<file path="src/rtl/tm1640_refresh_ctrl.sv">
// Frame scheduler for the TM1640 driver: holds the segment buffer, decides when a
// full frame must be pushed, streams it into the driver load port and watches for completion.
module tm1640_refresh_ctrl #(
   parameter int NUM_DIGITS     = 16,
   parameter int REFRESH_CYCLES = 5000000,
   parameter int TIMEOUT_CYCLES = 1000000,
   parameter int HOLDOFF_CYCLES = 16
) (
   input  logic        clk,
   input  logic        rst,
   input  logic        wr_en,
   input  logic [3:0]  wr_addr,
   input  logic [7:0]  wr_data,
   input  logic [2:0]  bright,
   input  logic        disp_on,
   input  logic        refresh_req,
   output logic        busy,
   output logic [15:0] frame_cnt,
   output logic        err_timeout,
   output logic        drv_tvalid,
   output logic [7:0]  drv_tdata,
   output logic [7:0]  drv_send_bytes,
   output logic [7:0]  drv_cmd1,
   output logic [7:0]  drv_cmd2,
   output logic [7:0]  drv_cmd3,
   input  logic        drv_done
);

   typedef enum logic [2:0] {
      S_IDLE,
      S_STREAM,
      S_WAIT_START,
      S_WAIT_DONE,
      S_HOLDOFF
   } state_t;

   localparam bit          TIMER_EN = (REFRESH_CYCLES > 0);
   localparam logic [31:0] REF_LAST = 32'((REFRESH_CYCLES > 0) ? REFRESH_CYCLES - 1 : 0);
   localparam logic [31:0] WD_LAST  = 32'((TIMEOUT_CYCLES > 0) ? TIMEOUT_CYCLES - 1 : 0);
   localparam logic [31:0] HO_LAST  = 32'((HOLDOFF_CYCLES > 1) ? HOLDOFF_CYCLES - 1 : 1);
   localparam logic [4:0]  IDX_LAST = 5'(NUM_DIGITS);

   state_t      state_q, state_d;
   logic [4:0]  idx_q, idx_d;
   logic [31:0] timer_q, timer_d;
   logic [31:0] wd_q, wd_d;
   logic [31:0] ho_q, ho_d;
   logic        dirty_q, dirty_d;
   logic        pend_q, pend_d;
   logic [2:0]  bright_l_q, bright_l_d;
   logic        disp_on_l_q, disp_on_l_d;
   logic        busy_q, busy_d;
   logic [15:0] frame_cnt_q, frame_cnt_d;
   logic        err_q, err_d;
   logic        tvalid_q, tvalid_d;
   logic [7:0]  tdata_q, tdata_d;

   logic [7:0]  fb_q [NUM_DIGITS];
   logic        wr_ok;
   logic [3:0]  rd_idx;
   logic [7:0]  rd_byte;
   logic        dirty_eff;
   logic        timer_hit;
   logic        trigger;
   logic        wd_expired;

   assign wr_ok = wr_en && ({1'b0, wr_addr} < 5'(NUM_DIGITS));

   // A write landing on the byte being fetched this cycle is forwarded into the stream.
   assign rd_idx  = (state_q == S_STREAM) ? idx_q[3:0] : 4'd0;
   assign rd_byte = (wr_ok && (wr_addr == rd_idx)) ? wr_data : fb_q[rd_idx];

   assign dirty_eff  = dirty_q || (bright != bright_l_q) || (disp_on != disp_on_l_q);
   assign timer_hit  = TIMER_EN && (timer_q == REF_LAST);
   assign trigger    = dirty_eff || pend_q || refresh_req || timer_hit;
   assign wd_expired = (wd_q >= WD_LAST);

   always_ff @(posedge clk) begin
      if (wr_ok) begin
         fb_q[wr_addr] <= wr_data;
      end
   end

   always_comb begin
      state_d     = state_q;
      idx_d       = idx_q;
      timer_d     = timer_q;
      wd_d        = wd_q;
      ho_d        = ho_q;
      dirty_d     = dirty_q;
      pend_d      = pend_q;
      bright_l_d  = bright_l_q;
      disp_on_l_d = disp_on_l_q;
      busy_d      = busy_q;
      frame_cnt_d = frame_cnt_q;
      err_d       = err_q;
      tvalid_d    = tvalid_q;
      tdata_d     = tdata_q;

      if (refresh_req) begin
         pend_d = 1'b1;
      end
      // The timer parks on its last value so a refresh due while busy is served afterwards.
      if (TIMER_EN && (timer_q != REF_LAST)) begin
         timer_d = timer_q + 32'd1;
      end

      case (state_q)
         S_IDLE: begin
            tvalid_d = 1'b0;
            if (trigger && drv_done) begin
               dirty_d     = 1'b0;
               pend_d      = 1'b0;
               bright_l_d  = bright;
               disp_on_l_d = disp_on;
               busy_d      = 1'b1;
               timer_d     = 32'd0;
               idx_d       = 5'd0;
               tvalid_d    = 1'b1;
               tdata_d     = rd_byte;
               state_d     = S_STREAM;
            end
         end
         S_STREAM: begin
            if (idx_q == IDX_LAST) begin
               tvalid_d = 1'b0;
               wd_d     = 32'd0;
               state_d  = S_WAIT_START;
            end else begin
               tdata_d = rd_byte;
               idx_d   = idx_q + 5'd1;
            end
         end
         S_WAIT_START: begin
            if (!drv_done) begin
               wd_d    = wd_q + 32'd1;
               state_d = S_WAIT_DONE;
            end else if (wd_expired) begin
               err_d   = 1'b1;
               dirty_d = 1'b1;
               ho_d    = 32'd0;
               state_d = S_HOLDOFF;
            end else begin
               wd_d = wd_q + 32'd1;
            end
         end
         S_WAIT_DONE: begin
            if (drv_done) begin
               frame_cnt_d = frame_cnt_q + 16'd1;
               ho_d        = 32'd0;
               state_d     = S_HOLDOFF;
            end else if (wd_expired) begin
               err_d   = 1'b1;
               dirty_d = 1'b1;
               ho_d    = 32'd0;
               state_d = S_HOLDOFF;
            end else begin
               wd_d = wd_q + 32'd1;
            end
         end
         S_HOLDOFF: begin
            if (ho_q >= HO_LAST) begin
               busy_d  = 1'b0;
               state_d = S_IDLE;
            end else begin
               ho_d = ho_q + 32'd1;
            end
         end
         default: begin
            tvalid_d = 1'b0;
            busy_d   = 1'b0;
            state_d  = S_IDLE;
         end
      endcase

      // Host writes mark the frame stale even if they also made it into the current stream.
      if (wr_ok) begin
         dirty_d = 1'b1;
      end
   end

   always_ff @(posedge clk) begin
      if (rst) begin
         state_q     <= S_IDLE;
         idx_q       <= 5'd0;
         timer_q     <= 32'd0;
         wd_q        <= 32'd0;
         ho_q        <= 32'd0;
         dirty_q     <= 1'b1;
         pend_q      <= 1'b0;
         bright_l_q  <= 3'd0;
         disp_on_l_q <= 1'b0;
         busy_q      <= 1'b0;
         frame_cnt_q <= 16'd0;
         err_q       <= 1'b0;
         tvalid_q    <= 1'b0;
         tdata_q     <= 8'd0;
      end else begin
         state_q     <= state_d;
         idx_q       <= idx_d;
         timer_q     <= timer_d;
         wd_q        <= wd_d;
         ho_q        <= ho_d;
         dirty_q     <= dirty_d;
         pend_q      <= pend_d;
         bright_l_q  <= bright_l_d;
         disp_on_l_q <= disp_on_l_d;
         busy_q      <= busy_d;
         frame_cnt_q <= frame_cnt_d;
         err_q       <= err_d;
         tvalid_q    <= tvalid_d;
         tdata_q     <= tdata_d;
      end
   end

   assign busy           = busy_q;
   assign frame_cnt      = frame_cnt_q;
   assign err_timeout    = err_q;
   assign drv_tvalid     = tvalid_q;
   assign drv_tdata      = tdata_q;
   assign drv_send_bytes = 8'(NUM_DIGITS);
   assign drv_cmd1       = 8'h40;
   assign drv_cmd2       = 8'hC0;
   assign drv_cmd3       = {4'b1000, disp_on_l_q, bright_l_q};

endmodule

</file>
<file path="config.mk">
export PLATFORM = sky130hd
export DESIGN_NAME = tm1640_refresh_ctrl
export DESIGN_NICKNAME = d
export VERILOG_FILES = /design/src/rtl/tm1640_refresh_ctrl.sv
export SDC_FILE = /design/constraint.sdc
export NUM_CORES = 1
export LEC_CHECK = 0
export CAP_MARGIN = 10
export CELL_PAD_IN_SITES_DETAIL_PLACEMENT = 0
export CELL_PAD_IN_SITES_GLOBAL_PLACEMENT = 1
export CORE_UTILIZATION = 40
export CTS_BUF_LIST = sky130_fd_sc_hd__clkbuf_2
export CTS_CLUSTER_DIAMETER = 40
export DETAILED_ROUTE_END_ITERATION = 7
export GPL_TIMING_DRIVEN = 0
export PLACE_DENSITY_LB_ADDON = 0.3
export SKIP_CTS_REPAIR_TIMING = 1
export SYNTH_ARGS = -nofsm -noshare
export SYNTH_HDL_FRONTEND = slang
export SYNTH_SLANG_ARGS = --single-unit
export TNS_END_PERCENT = 30
</file>
<file path="constraint.sdc">
create_clock -name clk -period 2.5 [get_ports clk]
set_input_delay 0.5 -clock clk [delete_from_list [all_inputs] [get_ports clk]]
set_output_delay 0.5 -clock clk [all_outputs]
set_load 0.1 [all_outputs]
</file>
==> flow_summary.toml, run 1 <==
[run_status]
outcome = "complete, no violations"

[timing]
finalCritPeriodShare_pct = 96.2
tns_ns = 0
rsz0062_at_grt = "yes"
report.final.slew_viol_count = 0
max_clock_freq_ghz = 0.416
min_period_ns = 2.41
skew_ns = 0.106
finalSetupViolCount = 0
hold_viol = 0
max_slew_margin_pct = 17.5
tightest_slew_ns = 1.23

[cts]
clock_latency_ns = 0.88
h-tree-depth = 3
cts-buffers-inserted = 73
cts_tree = "built"
cts_max_path_buffers = 3
path_clk_slew_ns = 0.10
clock-sinks = 265
cts.root.buffer_cell = "clkbuf_2"

[power_and_ir_drop]
power_frac_seq_pct = 52.6
vdd_drop_max_mv = 0.410
p_per_area_nw_per_um2 = 648
power.share.clock_pct = 34.2
p_leak_nw = 4.96
p_comb_share_pct = 13.2
cellInternalPower_w = 0.00616
swShare_pct = 30.7
power_switching_w = 0.00272

[flow_run]
max_cap_violations = 0

[synth]
synth_top_flop_cell = "dfxtp_1"
yosys_warnings = 0
ys_async_sr_fraction_pct = 0
synth_cells = 1069
syn_area_um2 = 11600
ys_seq_area_share_pct = 56.6
synth_cell_types = 76
ys_seq_elements = 265
syn_avg_cell_area_um2 = 10.9
synth_edf_count = 128

[floorplan]
row_count = 62
die_x_um = 173
core-area_um2 = 28600
die_h_um = 173
num_io_pins = 80
initial_core_util_pct = 40.6
die-area_um2 = 29800

[routing]
wl_per_cell_um = 17.9
postRouteAntennaNets = 0
routed_wl_um = 29900
vias = 8793
post_drt_via_cell_ratio = 5.27
drt_iter0_drc = 828
drc_errors = 0
dr.pass1.iters = 5

[cells_and_area]
layoutNonFillerInstCount = 1669
drive_gt1_share_pct = 26.1
fin_nets = 1266
areaGrowthSynthToFinish_pct = 17.9

[worst_setup_path]
worstPathRequired_ns = 2.00
path_delay_family = "buffers and inverters"
worst_setup_path_end_kind = "output pin"
critical-path-max-stage-delay_ns = 0.75
cp_max_fo = 2
cp-start-kind = "register"
critPathBufInv = 1
critPathArrivalTime_ns = 1.91
crit_slowest_cell = "dlymetal6s2s_1"
worstSetupPathType = "register to output pin"
cp_cell_sequence = "dlymetal6s2s_1"

[placement]
gp_congestion = 0.839
dpl.hpwl_um = 19800
io_buffer_count = 48
dp_cells = 1528

[global_route]
grt_pass1_wl_um = 46600
grt_util_all_layers_pct = 19.9
grt_pass1_vias = 8452
antenna_found_initial = 1
gr-total-overflow = 0
grt_max_degree = 18

[worst_hold_path]
hold_class = "input port to register"
[cells in the mapped netlist, types with 5 or more instances]
master    instances  area (um2)
a211oi_1         15         113
a21oi_1          55         275
a221oi_1         17         149
a31oi_1          18         113
and2_1           31         194
and3_1           18         113
and4_1            8        70.1
buf_2            16        80.1
buf_4            29         218
clkbuf_1         34         128
dfxtp_1         137        2740
edfxtp_1        128        3840
ha_1              6        75.1
inv_1             8        30.0
mux2_2           33         372
mux2i_1          13         130
nand2_1          63         236
nand2b_1          6        37.5
nand3_1          51         255
nand4_1          25         156
nor2_1          119         447
nor2b_1          11        68.8
nor3_1           21         105
nor4_1           15        93.8
o211ai_1          5        37.5
o21ai_0          23         115
o221ai_1          8        70.1
o31ai_1           5        37.5
o41ai_1           8        70.1
o41ai_2           8         130
or3_1             8        50.1
xnor2_1          19         166
xor2_1           35         307
[flip-flops by register name (all words and copies together), names as in the netlist]
name         flops
timer_q         32
err_timeout      1
disp_on_l_q      1
state_q          3
pend_q           1
bright_l_q       3
drv_tdata        8
idx_q            5
busy             1
drv_tvalid       1
dirty_q          1
ho_q            32
wd_q            32
fb_q           128
frame_cnt       16
[through the flow]
step | hold slack (ns) | util, % | instance area [um2] | power [W] | worst slack, ns
after floorplan | 0.430 | - | 11700 | 0.00560 | 0.0306
after global placement | 0.443 | 44.3 | 12700 | 0.00590 | -0.972
after detailed placement | 0.446 | 44.4 | 12700 | 0.00590 | -0.941
after CTS | 0.216 | 46.6 | 13300 | 0.00896 | -0.956
after global routing | 0.246 | 47.9 | 13700 | 0.00929 | -0.0213
final | 0.299 | 47.9 | 13700 | 0.00888 | 0.0938
[placed cells by master, fill, tap and decap left out, drive strengths merged, types with 16 or more instances in the layout]
cell type / instances
a21oi: 57
a221oi: 17
a31oi: 18
and2: 33
and3: 19
buf: 74
clkbuf: 166
clkdlybuf4s50: 17
conb: 28
dfxtp: 137
edfxtp: 128
mux2: 33
nand2: 63
nand3: 51
nand4: 25
nor2: 121
nor3: 23
nor4: 16
o21ai: 26
o41ai: 16
xnor2: 19
xor2: 35
[power by group through the flow]
stage / Clock [W] / Combinational, W / Sequential, W
6_report: 0.00304 / 0.00117 / 0.00467
4_1_cts: 0.00315 / 0.00114 / 0.00467
3_3_place_gp: 0 / 0.00113 / 0.00477
2_1_floorplan: 0 / 0.000622 / 0.00497
3_5_place_dp: 0 / 0.00113 / 0.00477
5_1_grt: 0.00338 / 0.00123 / 0.00468
[cells by family after synthesis]
group / synth area share [%]
AO/OA/AOI/OAI: 12.1
buffers and inverters: 4.41
multiplexers: 4.31
XOR/XNOR: 4.06
AND/OR/NAND/NOR: 17.8
adder cells (fa/ha/maj): 0.645
flip-flops: 56.6
other: 0.0645
[layout make-up]
cell class              count  area, um2
inverters                  10       41.3
fillers                  2703      14900
plain buffers              84        533
diodes                      1       2.50
repair buffers             71        503
clock buffers             103        515
multi-input cells         734       4920
well taps                 384        480
clock inverters            17        115
flip-flops and latches    265       6600
[worst paths after layout]
kind / from / to / slack, ns / depth (start not counted)
hold reg to reg: busy$_SDFFE_PP0P_ / busy$_SDFFE_PP0P_ / 0.46 / 2
setup reg to reg: idx_q[0]$_SDFFE_PP0P_ / wd_q[27]$_SDFFE_PP0P_ / 0.10 / 10
hold / removal: drv_done / state_q[0]$_SDFFE_PP0P_ / 0.30 / 4
setup / recovery: frame_cnt[15]$_SDFFE_PP0P_ / frame_cnt[15] / 0.09 / 1
[routing by layer]
layer	global-route usage, %	share of wire (%)	vias to the layer above
met5	0	0	-
met3	4.13	6.1	62
met2	31.1	45	284
met1	26.9	46	4143
li1	-	-	4304
met4	7.81	2.9	0
(Power assumes the default switching activity.)
==> run 2: changes to the inputs <==
MAX_ROUTING_LAYER = met4   (was default)
==> flow_summary.toml, run 2 (synthesis results as in run 1) <==
[run_status]
outcome = "complete, no violations"

[worst_setup_path]
worstSetupPathType = "register to output pin"
critPathBufInv = 1
r2r_slack_ns = 0.09
cp-start-kind = "register"
ff2ff_path_depth = 7
rr_endpoint = "drv_tdata[3]$_SDFFE_PP0P_"
crit_slowest_cell = "dlymetal6s2s_1"
critical-path-max-stage-delay_ns = 0.75
r2r_start = "state_q[2]$_SDFFE_PP0P_"
path_delay_family = "buffers and inverters"
cp_max_fo = 2
critPathArrivalTime_ns = 1.92
worstSetupStartpoint = "frame_cnt[15]$_SDFFE_PP0P_"
path_depth = 1
critPathCapture = "frame_cnt[15]"
worst_setup_path_end_kind = "output pin"
worstPathRequired_ns = 2.00
cp_cell_sequence = "dlymetal6s2s_1"

[routing]
routed_wl_um = 29900
post_drt_via_cell_ratio = 5.28
drt_iter0_drc = 818
wl_per_cell_um = 17.9
drc_errors = 0
vias = 8812
postRouteAntennaNets = 0
dr.pass1.iters = 5

[cells_and_area]
top_register = "fb_q"
final_cell_mix = "141 x clkbuf_2, 128 x edfxtp_1, 127 x dfxtp_1, 112 x nor2_1, 59 x nand2_1"
final_common_cell = "clkbuf_2"
largest_reg_flops = 128
fin_area_um2 = 13700
drive_gt1_share_pct = 26.1
layoutNonFillerInstCount = 1669
areaGrowthSynthToFinish_pct = 17.8
nFillCells = 2703
fin_nets = 1266
fin_util_pct = 47.9

[global_route]
antenna_found_initial = 1
grt_max_degree = 18
grt_pass1_wl_um = 46500
grt_pass1_vias = 8443
grt_util_all_layers_pct = 20.5
gr-total-overflow = 0

[floorplan]
initial_core_util_pct = 40.6
num_io_pins = 80
die_h_um = 173
die_x_um = 173
die-area_um2 = 29800
row_count = 62
core-area_um2 = 28600

[placement]
dpl_cell_area_um2 = 12700
pre_cts_ws_ns = -0.941
gp_congestion = 0.852
io_buffer_count = 48
dp_cells = 1528
dpl.hpwl_um = 19800

[timing]
report.final.slew_viol_count = 0
hold_viol = 0
finalCritPeriodShare_pct = 96.8
tightest_slew_ns = 1.22
max_clock_freq_ghz = 0.413
skew_ns = 0.0967
finalSetupViolCount = 0
min_period_ns = 2.42
rsz0062_at_grt = "yes"
layout_setup_ws_ns = 0.0801
max_slew_margin_pct = 18.1

[cts]
clock-sinks = 265
cts_max_path_buffers = 3
h-tree-depth = 3
cts_tree = "built"
cts-buffers-inserted = 73
clock_latency_ns = 0.88
cts.root.buffer_cell = "clkbuf_2"
path_clk_slew_ns = 0.10

[power_and_ir_drop]
p_leak_nw = 4.96
vdd_drop_max_mv = 0.413
p_per_area_nw_per_um2 = 648

[flow_run]
max_cap_violations = 0

[worst_hold_path]
hold_class = "input port to register"
-- run 2: changes by cell type in the layout (fill, tap and decap cells not counted) --
cell / before / now
nor2_2: 2 / 3
nor2_4: 7 / 6
-- run 2: final cells by class --
type	instances	area (um2)	area share, %
antenna	1	2.50	0.0183
tap	384	480	3.50
clock buffer	103	515	3.76
timing repair buffer	71	503	3.67
clock inverter	17	115	0.840
buffer	84	533	3.89
sequential	265	6600	48.2
multi-input combinational	734	4920	35.9
inverter	10	41.3	0.301
-- run 2: tightest hold or removal path: cells and delay by family --
family | cells | cell delay [ns]
buffers and inverters | 1 | 0.18
AO/OA/AOI/OAI | 3 | 0.42
-- run 2: worst min-delay path by stage --
| stage | from | to | slack [ns] | depth (start not counted) |
|---|---|---|---|---|
| after floorplan | ho_q[12]$_SDFFE_PP0P_ | ho_q[12]$_SDFFE_PP0P_ | 0.43 | 1 |
| after global routing | drv_done | state_q[0]$_SDFFE_PP0P_ | 0.25 | 4 |
| final | drv_done | state_q[0]$_SDFFE_PP0P_ | 0.29 | 4 |
| after CTS | refresh_req | pend_q$_SDFF_PP0_ | 0.22 | 3 |
| after detailed placement | ho_q[15]$_SDFFE_PP0P_ | ho_q[15]$_SDFFE_PP0P_ | 0.45 | 1 |
| after global placement | ho_q[25]$_SDFFE_PP0P_ | ho_q[25]$_SDFFE_PP0P_ | 0.44 | 1 |
-- run 2: metrics by stage --
stage / hold slack [ns] / TNS, ns / power, W
after detailed placement: 0.446 / -66.43 / 0.00590
after floorplan: 0.430 / 0 / 0.00560
after global placement: 0.443 / -66.95 / 0.00590
after CTS: 0.216 / -42.87 / 0.00896
final: 0.285 / 0 / 0.00888
after global routing: 0.246 / -0.0590 / 0.00929
-- run 2: report_power, final --
part           internal, W  leakage, nW  total [W]  switching (W)
Sequential         0.00463         2.27    0.00467      0.0000448
Combinational     0.000311         2.21    0.00117       0.000860
Clock              0.00122        0.484    0.00304        0.00182
-- run 2: layer usage --
layer	part of all wire, %	vias to the layer above	global-route usage [%]
met4	2.6	0	7.81
met2	46	270	31.1
met1	46	4175	27.0
li1	-	4311	-
met3	5.7	56	4.07
met5	0	-	-
